<file path="src/rtl/axi_rom_rd_responder.sv">
// AXI4 read responder in front of a word-wide, 1-cycle-latency synchronous memory.
// One burst at a time; FIXED/INCR/WRAP addressing with OKAY/SLVERR/DECERR per beat.
module axi_rom_rd_responder #(
    parameter logic [31:0] BaseAddr = 32'h0000_0000,
    parameter int          MemBytes = 65536,
    parameter int          IdWidth  = 2
) (
    input  logic                          clk,
    input  logic                          rst_n,
    input  logic [IdWidth-1:0]            arid,
    input  logic [31:0]                   araddr,
    input  logic [7:0]                    arlen,
    input  logic [2:0]                    arsize,
    input  logic [1:0]                    arburst,
    input  logic                          arvalid,
    output logic                          arready,
    output logic [IdWidth-1:0]            rid,
    output logic [31:0]                   rdata,
    output logic [1:0]                    rresp,
    output logic                          rlast,
    output logic                          rvalid,
    input  logic                          rready,
    output logic                          mem_req,
    output logic [$clog2(MemBytes)-3:0]   mem_addr,
    input  logic [31:0]                   mem_rdata
);

    localparam int          AW       = $clog2(MemBytes) - 2;
    localparam logic [31:0] MemLimit = MemBytes;

    localparam logic [1:0] BurstFixed = 2'b00;
    localparam logic [1:0] BurstIncr  = 2'b01;
    localparam logic [1:0] BurstWrap  = 2'b10;
    localparam logic [1:0] BurstRsvd  = 2'b11;

    localparam logic [1:0] RespOkay   = 2'b00;
    localparam logic [1:0] RespSlvErr = 2'b10;
    localparam logic [1:0] RespDecErr = 2'b11;

    typedef enum logic [1:0] {
        S_IDLE,
        S_READ,
        S_RESP
    } state_t;

    state_t               r_state;
    logic                 r_arready;
    logic [IdWidth-1:0]   r_rid;
    logic [31:0]          r_addr;
    logic [7:0]           r_len;
    logic [2:0]           r_size;
    logic [1:0]           r_burst;
    logic                 r_slverr;
    logic [7:0]           r_cnt;
    logic                 r_ok;
    logic                 r_hold;
    logic [31:0]          r_rdata;
    logic [1:0]           r_rresp;
    logic                 r_rlast;
    logic                 r_rvalid;

    logic [31:0]          w_ar_bytes;
    logic                 w_ar_wrap_len_ok;
    logic                 w_ar_slverr;
    logic [31:0]          w_bytes;
    logic [31:0]          w_span;
    logic [31:0]          w_off;
    logic                 w_inrange;
    logic                 w_beat_ok;
    logic [31:0]          w_next_addr;
    logic [31:0]          w_mem_data;

    // Burst-wide legality is decided once, at capture time.
    assign w_ar_bytes       = 32'd1 << arsize;
    assign w_ar_wrap_len_ok = (arlen == 8'd1) || (arlen == 8'd3) ||
                              (arlen == 8'd7) || (arlen == 8'd15);
    assign w_ar_slverr      = (arsize > 3'd2) || (arburst == BurstRsvd) ||
                              ((arburst == BurstWrap) &&
                               (!w_ar_wrap_len_ok ||
                                ((araddr & (w_ar_bytes - 32'd1)) != 32'd0)));

    assign w_bytes    = 32'd1 << r_size;
    assign w_span     = (32'(r_len) + 32'd1) << r_size;
    assign w_off      = r_addr - BaseAddr;
    assign w_inrange  = w_off < MemLimit;
    assign w_beat_ok  = !r_slverr && w_inrange;
    assign w_mem_data = r_ok ? mem_rdata : 32'd0;

    always_comb begin
        w_next_addr = r_addr;
        case (r_burst)
            BurstIncr: w_next_addr = (r_addr & ~(w_bytes - 32'd1)) + w_bytes;
            BurstWrap: w_next_addr = (r_addr & ~(w_span - 32'd1)) |
                                     ((r_addr + w_bytes) & (w_span - 32'd1));
            BurstFixed: w_next_addr = r_addr;
            default:   w_next_addr = r_addr;
        endcase
    end

    always_ff @(posedge clk or negedge rst_n) begin
        if (!rst_n) begin
            r_state   <= S_IDLE;
            r_arready <= 1'b0;
            r_rid     <= '0;
            r_addr    <= 32'd0;
            r_len     <= 8'd0;
            r_size    <= 3'd0;
            r_burst   <= 2'b00;
            r_slverr  <= 1'b0;
            r_cnt     <= 8'd0;
            r_ok      <= 1'b0;
            r_hold    <= 1'b1;
            r_rdata   <= 32'd0;
            r_rresp   <= RespOkay;
            r_rlast   <= 1'b0;
            r_rvalid  <= 1'b0;
        end else begin
            case (r_state)
                S_IDLE: begin
                    r_arready <= 1'b1;
                    if (arvalid && r_arready) begin
                        r_arready <= 1'b0;
                        r_rid     <= arid;
                        r_addr    <= araddr;
                        r_len     <= arlen;
                        r_size    <= arsize;
                        r_burst   <= arburst;
                        r_slverr  <= w_ar_slverr;
                        r_cnt     <= 8'd0;
                        r_state   <= S_READ;
                    end
                end
                S_READ: begin
                    r_ok     <= w_beat_ok;
                    r_rresp  <= r_slverr  ? RespSlvErr :
                                w_inrange ? RespOkay : RespDecErr;
                    r_rlast  <= (r_cnt == r_len);
                    r_rvalid <= 1'b1;
                    r_hold   <= 1'b0;
                    r_state  <= S_RESP;
                end
                S_RESP: begin
                    // Memory data is live only in the first RESP cycle; latch it there.
                    if (!r_hold) begin
                        r_rdata <= w_mem_data;
                        r_hold  <= 1'b1;
                    end
                    if (rready) begin
                        r_rvalid <= 1'b0;
                        if (r_rlast) begin
                            r_state   <= S_IDLE;
                            r_arready <= 1'b1;
                        end else begin
                            r_addr  <= w_next_addr;
                            r_cnt   <= r_cnt + 8'd1;
                            r_state <= S_READ;
                        end
                    end
                end
                default: r_state <= S_IDLE;
            endcase
        end
    end

    assign arready  = r_arready;
    assign rid      = r_rid;
    assign rdata    = r_hold ? r_rdata : w_mem_data;
    assign rresp    = r_rresp;
    assign rlast    = r_rlast;
    assign rvalid   = r_rvalid;
    assign mem_req  = (r_state == S_READ) && w_beat_ok;
    assign mem_addr = w_off[AW+1:2];

endmodule

</file>
<file path="config.mk">
export PLATFORM = sky130hd
export DESIGN_NAME = axi_rom_rd_responder
export DESIGN_NICKNAME = d
export VERILOG_FILES = /design/src/rtl/axi_rom_rd_responder.sv
export SDC_FILE = /design/constraint.sdc
export NUM_CORES = 1
export LEC_CHECK = 0
export CAP_MARGIN = 5
export CORE_MARGIN = 1.5
export CORE_UTILIZATION = 50
export DETAILED_ROUTE_END_ITERATION = 16
export PLACE_DENSITY = 0.79
export SETUP_SLACK_MARGIN = 0.3
export SYNTH_ARGS = -nofsm -noshare
export SYNTH_HDL_FRONTEND = slang
export SYNTH_SLANG_ARGS = --single-unit
</file>
<file path="constraint.sdc">
create_clock -name clk -period 4.1 [get_ports clk]
set_input_delay 1.025 -clock clk [delete_from_list [all_inputs] [get_ports clk]]
set_output_delay 1.025 -clock clk [all_outputs]
set_load 0.05 [all_outputs]
</file>
; Word-level counts from Yosys, hierarchy flattened
; Cells that the tools add are included.
[totals]
reg_bits = 97
elab_cells = 96
[op_classes]
add_sub_neg = 7
order_cmp = 2
n_eq_ne = 16
n_reduce_logical = 22
muxes = 24
shifts = 3
bitwise = 7
[op_table]
columns = cell, count
row1 = 2-to-1 mux 32 bit, 5
row2 = bitwise AND 32 bit, 4
row3 = one-hot mux 32 bit (2 select lines), 2
row4 = "subtractor 32 x 1 -> 32 bit, second input constant", 3
row5 = adder 32 bit, 2
row6 = inverter 32 bit, 2
row7 = "<< shifter 1 x 3 -> 32 bit, first input constant", 2
row8 = "< comparator 32 x 17 -> 1 bit, second input constant", 1
row9 = OR 32 bit, 1
row10 = nonzero test 32 bit, 1
row11 = << shifter 9 x 3 -> 32 bit, 1
row12 = 2-to-1 mux 8 bit, 3
row13 = one-hot mux 8 bit (2 select lines), 1
row14 = "adder 8 x 1 -> 9 bit, second input constant", 1
row15 = "adder 8 x 1 -> 8 bit, second input constant", 1
row16 = "equality test 2 bit, second input constant", 4
row17 = "equality test 8 x 1 -> 1 bit, second input constant", 1
row18 = "equality test 8 x 2 -> 1 bit, second input constant", 1
row19 = "equality test 8 x 3 -> 1 bit, second input constant", 1
row20 = "equality test 8 x 4 -> 1 bit, second input constant", 1
row21 = equality test 8 bit, 1
row22 = 2-to-1 mux 2 bit, 4
row23 = "!= test 2 bit, second input constant", 4
row24 = logical OR 1 bit, 6
row25 = other kinds (14), 28

; Longest topological paths before layout
[logic_depth]
depth_word = 10
mapped_depth = 18
mapped_depth_nobuf = 14

; Worst setup path after synthesis
; OpenSTA, ideal clock, no wires.
[synth_timing]
path_type = register to register
start = reg r_size[2]
end = reg with a tool-made name
period_less_slack_ns = 3.984
slack_ns = 0.116
t_arrival_ns = 3.883
stages_incl_launch_ff = 18
required_time_ns = 3.999
setup_ns = 0.101
path_cell_list = dfrtp_1 buf_2 clkbuf_1 buf_2 clkbuf_1 nor3_1 ha_1 inv_1 fa_1 or4b_1 a31oi_1 o21ai_1 a21boi_1 o41a_1 nand2_1 nor3_1 a211oi_1 o32ai_1
[synth_rtl]
columns = item, line
row1 = "start, declared", 51  ; logic [2:0] r_size;
row2 = "start signal, assigned", 126  ; r_size <= arsize;

; Final worst setup path
[layout_timing]
start = in mem_rdata[30]
end = out rdata[30]
[layout_via]
elab_chain_cells = 2
[layout_lines]
columns = item, line
row1 = "start, declared", 25  ; input logic [31:0] mem_rdata
row2 = 2-to-1 mux 32 bit, 87  ; assign w_mem_data = r_ok ? mem_rdata : 32'd0;
row3 = 2-to-1 mux 32 bit, -
row4 = "end, declared", 18  ; output logic [31:0] rdata,
; Every way passes these cells.

==> impl_results.md <==
- Slowest cell delay on critical path: 880 ps
- Largest net degree at the start of global routing: 84
- Effective utilization at floorplan: 51.15%
- Congestion Overflow GR: 0
- Yosys synthesis warning count: 0
- Longest Clk Path Bufs: 2
- Rows: 46
- Max transition margin: 27.01%
- CP Launch Type: input port
- WL final: 23.76 mm
- Worst path top cell family by delay: buffers and inverters
- Internal power: 0.003643 W
- Post-synth top flop: dfrtp_1
- CTS Buf Count: 9
- Die area: 16970 um2
- Core Footprint: 15830 um2
- Status: finished, final reports clean
- Required @ worst endpoint: 3070 ps
- Clk slew on worst S/H paths: 80 ps
- First-pass GRT wire length: 38.22 mm
- Share of layout cells above drive strength 1: 12.24%
- Antenna Violating Nets Remaining: 0
- Gpl congestion: 0.9460
- Final hold viol count: 0
- Switching Fraction: 52.61%
- Cell area after synthesis: 8097 um2
- Final net count: 1171
- Fmax: 275.7 MHz
- Cells after Synth: 968
- Htree depth: 3
- Most common cell after layout, fill and taps aside: clkdlybuf4s50_1
- CP Cell Sequence: clkdlybuf4s50_1 -> nand2_1 -> o21ai_0 -> clkdlybuf4s50_1
- Critical Path Most Common Cell: clkdlybuf4s50_1
- Crit Path Category: input port to output pin
- Final min period: 3627 ps
- Crit path arrival time: 2600 ps
- Final antenna diode count: 0
- Skew-Pair Late Insertion Delay: 370 ps
- Area grow syn2layout: 22.72%
- Worst VDD drop: 0.0005125 V
- Lkg Pwr: 4.011 nW
- CP max FO: 2
- Post-synthesis sequential area ratio: 30.00%
- CTS tree: yes
- Fillcell total: 1361
- Post-synthesis average cell area: 8.364 um2
- Setup TNS Final: 0 ps
- Crit-path slowest cell: clkdlybuf4s50_1
- Avg WL per Cell: 18.48 um
- Vias per cell: 6.253
- PwrDens: 773.7 nW/um2
- Total clock sinks: 97
- CTS Hold Bufs: 0
- Post-synth EDFFs: 0
- Setup-failing EPs final: 0
- Clock network fraction of total power: 11.7%
- Post-synthesis register bit count: 97
- Routed via count: 8041
- Leading cell types in the layout, fill and taps excluded: clkdlybuf4s50_1, dfrtp_1, nand2_1
- Max Slew Vio Count: 0
- DRT iter0 DRCs: 824
- Residual DRC: 0
- Antenna violations before repair: 0
- Sw Pwr: 0.004044 W
- Root buf cell: clkbuf_16
- Drt first pass iters: 5
- Clock Skew: 13.21 ps
- Crit. End Element: output pin
- Synth Net Count: 1074
- Total Power: 0.007687 W
- Worst Path Buf+Inv: 2
- Die Span Y: 130.3 um
- IO Port Bufs: 136
- Final Cycle Share: 88.45%
- Max_cap viols: 0
- Gr usage total: 28.44%
- Vias in the first global route: 7475
- Logic gate share of total power: 64.6%
- RSZ-0062 raised after global routing: false
- Seq pwr share: 23.6%
- Async S/R FF share, synth: 100.0%
- Worst-margin pin slew: 1095 ps
- Hold Crit Class: register to register
- Die Wd: 130.3 um
- Yosys cell types: 86
- Hpwl dp: 17.01 mm
- Top Ports: 137
-- through the flow --
stage               utilization (%)  hold WS (ps)  instance area, um2  std cells  worst slack, ps
finish                        62.77         497.7                9936       1286            473.5
detailed placement            60.48         480.8                9573       1269            421.6
floorplan                         -         453.0                8105        968            303.0
global route                  62.77         529.7                9936       1286            307.8
CTS                           62.45         499.7                9884       1285            300.1
global placement              60.48         473.1                9573       1269            491.3
-- final cells by class --
cell class / instances / area (um2) / area share [%]
inverter: 36 / 135.1 / 1.360
multi-input combinational: 755 / 5206 / 52.40
timing repair buffer: 166 / 1582 / 15.92
tap: 216 / 270.3 / 2.720
clock buffer: 9 / 225.2 / 2.267
clock inverter: 7 / 86.33 / 0.8689
sequential: 97 / 2431 / 24.47
-- metal layers --
| layer | global-route usage [%] | up-vias | share of wire (%) |
|---|---|---|---|
| met1 | 39.26 | 3827 | 43 |
| met4 | 11.50 | 0 | 2.8 |
| met3 | 4.510 | 52 | 8.3 |
| met2 | 44.55 | 406 | 45 |
| met5 | 0 | - | 0 |
| li1 | - | 3756 | - |
-- power by group through the flow --
| stage | Clock [W] | Sequential, W | Combinational, W |
|---|---|---|---|
| after floorplan | 0 | 0.00156 | 0.00380 |
| after global placement | 0 | 0.00179 | 0.00471 |
| after detailed placement | 0 | 0.00180 | 0.00478 |
| after CTS | 0.000911 | 0.00179 | 0.00481 |
| after global routing | 0.000942 | 0.00186 | 0.00539 |
| final | 0.000902 | 0.00182 | 0.00497 |
-- worst register-to-register path, stage by stage, from the launching register on --
cell,delay [ps]
dfrtp_2,500
buf_4,290
buf_4,240
nand2_1,120
nor2_1,220
ha_1,240
and3b_1,190
nand2_1,60
o211ai_1,320
a221o_1,360
nand3_1,140
xor2_1,170
a2bb2oi_1,160
a221oi_1,300
nor2_1,70
a31oi_1,140
-- repair_timing --
action                     4_1_cts  5_1_grt
gates resized for setup          0        9
buffers inserted                 0        1
setup endpoints to repair        0       23
-- synthesized netlist by cell type, types with 12 or more instances --
cell | instances | area share (%)
nand2b_1 | 12 | 0.93
xor2_1 | 25 | 2.7
o21ai_0 | 47 | 2.9
a21oi_1 | 41 | 2.5
nand3_1 | 29 | 1.8
mux2_2 | 51 | 7.1
inv_1 | 35 | 1.6
nor3_1 | 27 | 1.7
o22ai_1 | 15 | 1.2
xnor2_1 | 33 | 3.6
mux2i_1 | 15 | 1.9
clkbuf_1 | 45 | 2.1
a22o_1 | 32 | 3.5
buf_4 | 16 | 1.5
dfrtp_1 | 96 | 30
nand2_1 | 88 | 4.1
a31oi_1 | 16 | 1.2
o21ai_1 | 23 | 1.4
nor2_1 | 77 | 3.6
ha_1 | 22 | 3.4
nand4_1 | 21 | 1.6
-- cells by family (layout without fill, tap and decap cells) --
| kind of cell | count (synthesis) | in the layout | synth area share (%) |
|---|---|---|---|
| AOI/OAI and AO/OA | 276 | 276 | 23.40 |
| and+or+nand+nor | 329 | 329 | 20.75 |
| xor gates and xnor gates | 60 | 60 | 6.676 |
| DFF | 97 | 97 | 30.00 |
| muxes | 66 | 66 | 8.948 |
| adders and majority gates | 24 | 24 | 3.771 |
| buffers and inverters | 116 | 218 | 6.460 |
-- path summary, 6_finish.rpt --
| path | cells past startpoint | end | slack, ps | from |
|---|---|---|---|---|
| setup / recovery | 4 | rdata[30] | 470 | mem_rdata[30] |
| hold / removal | 2 | rresp[1] | 500 | rresp[1] |
| setup reg to reg | 15 | register | 510 | r_size[0] |
| hold reg to reg | 2 | rresp[1] | 500 | rresp[1] |
| max in group asynchronous | 2 | asynchronous set/reset pin | 2370 | rst_n |
| min in group asynchronous | 1 | asynchronous set/reset pin | 840 | rst_n |
No activity file was read; power rests on OpenSTA's default activity.
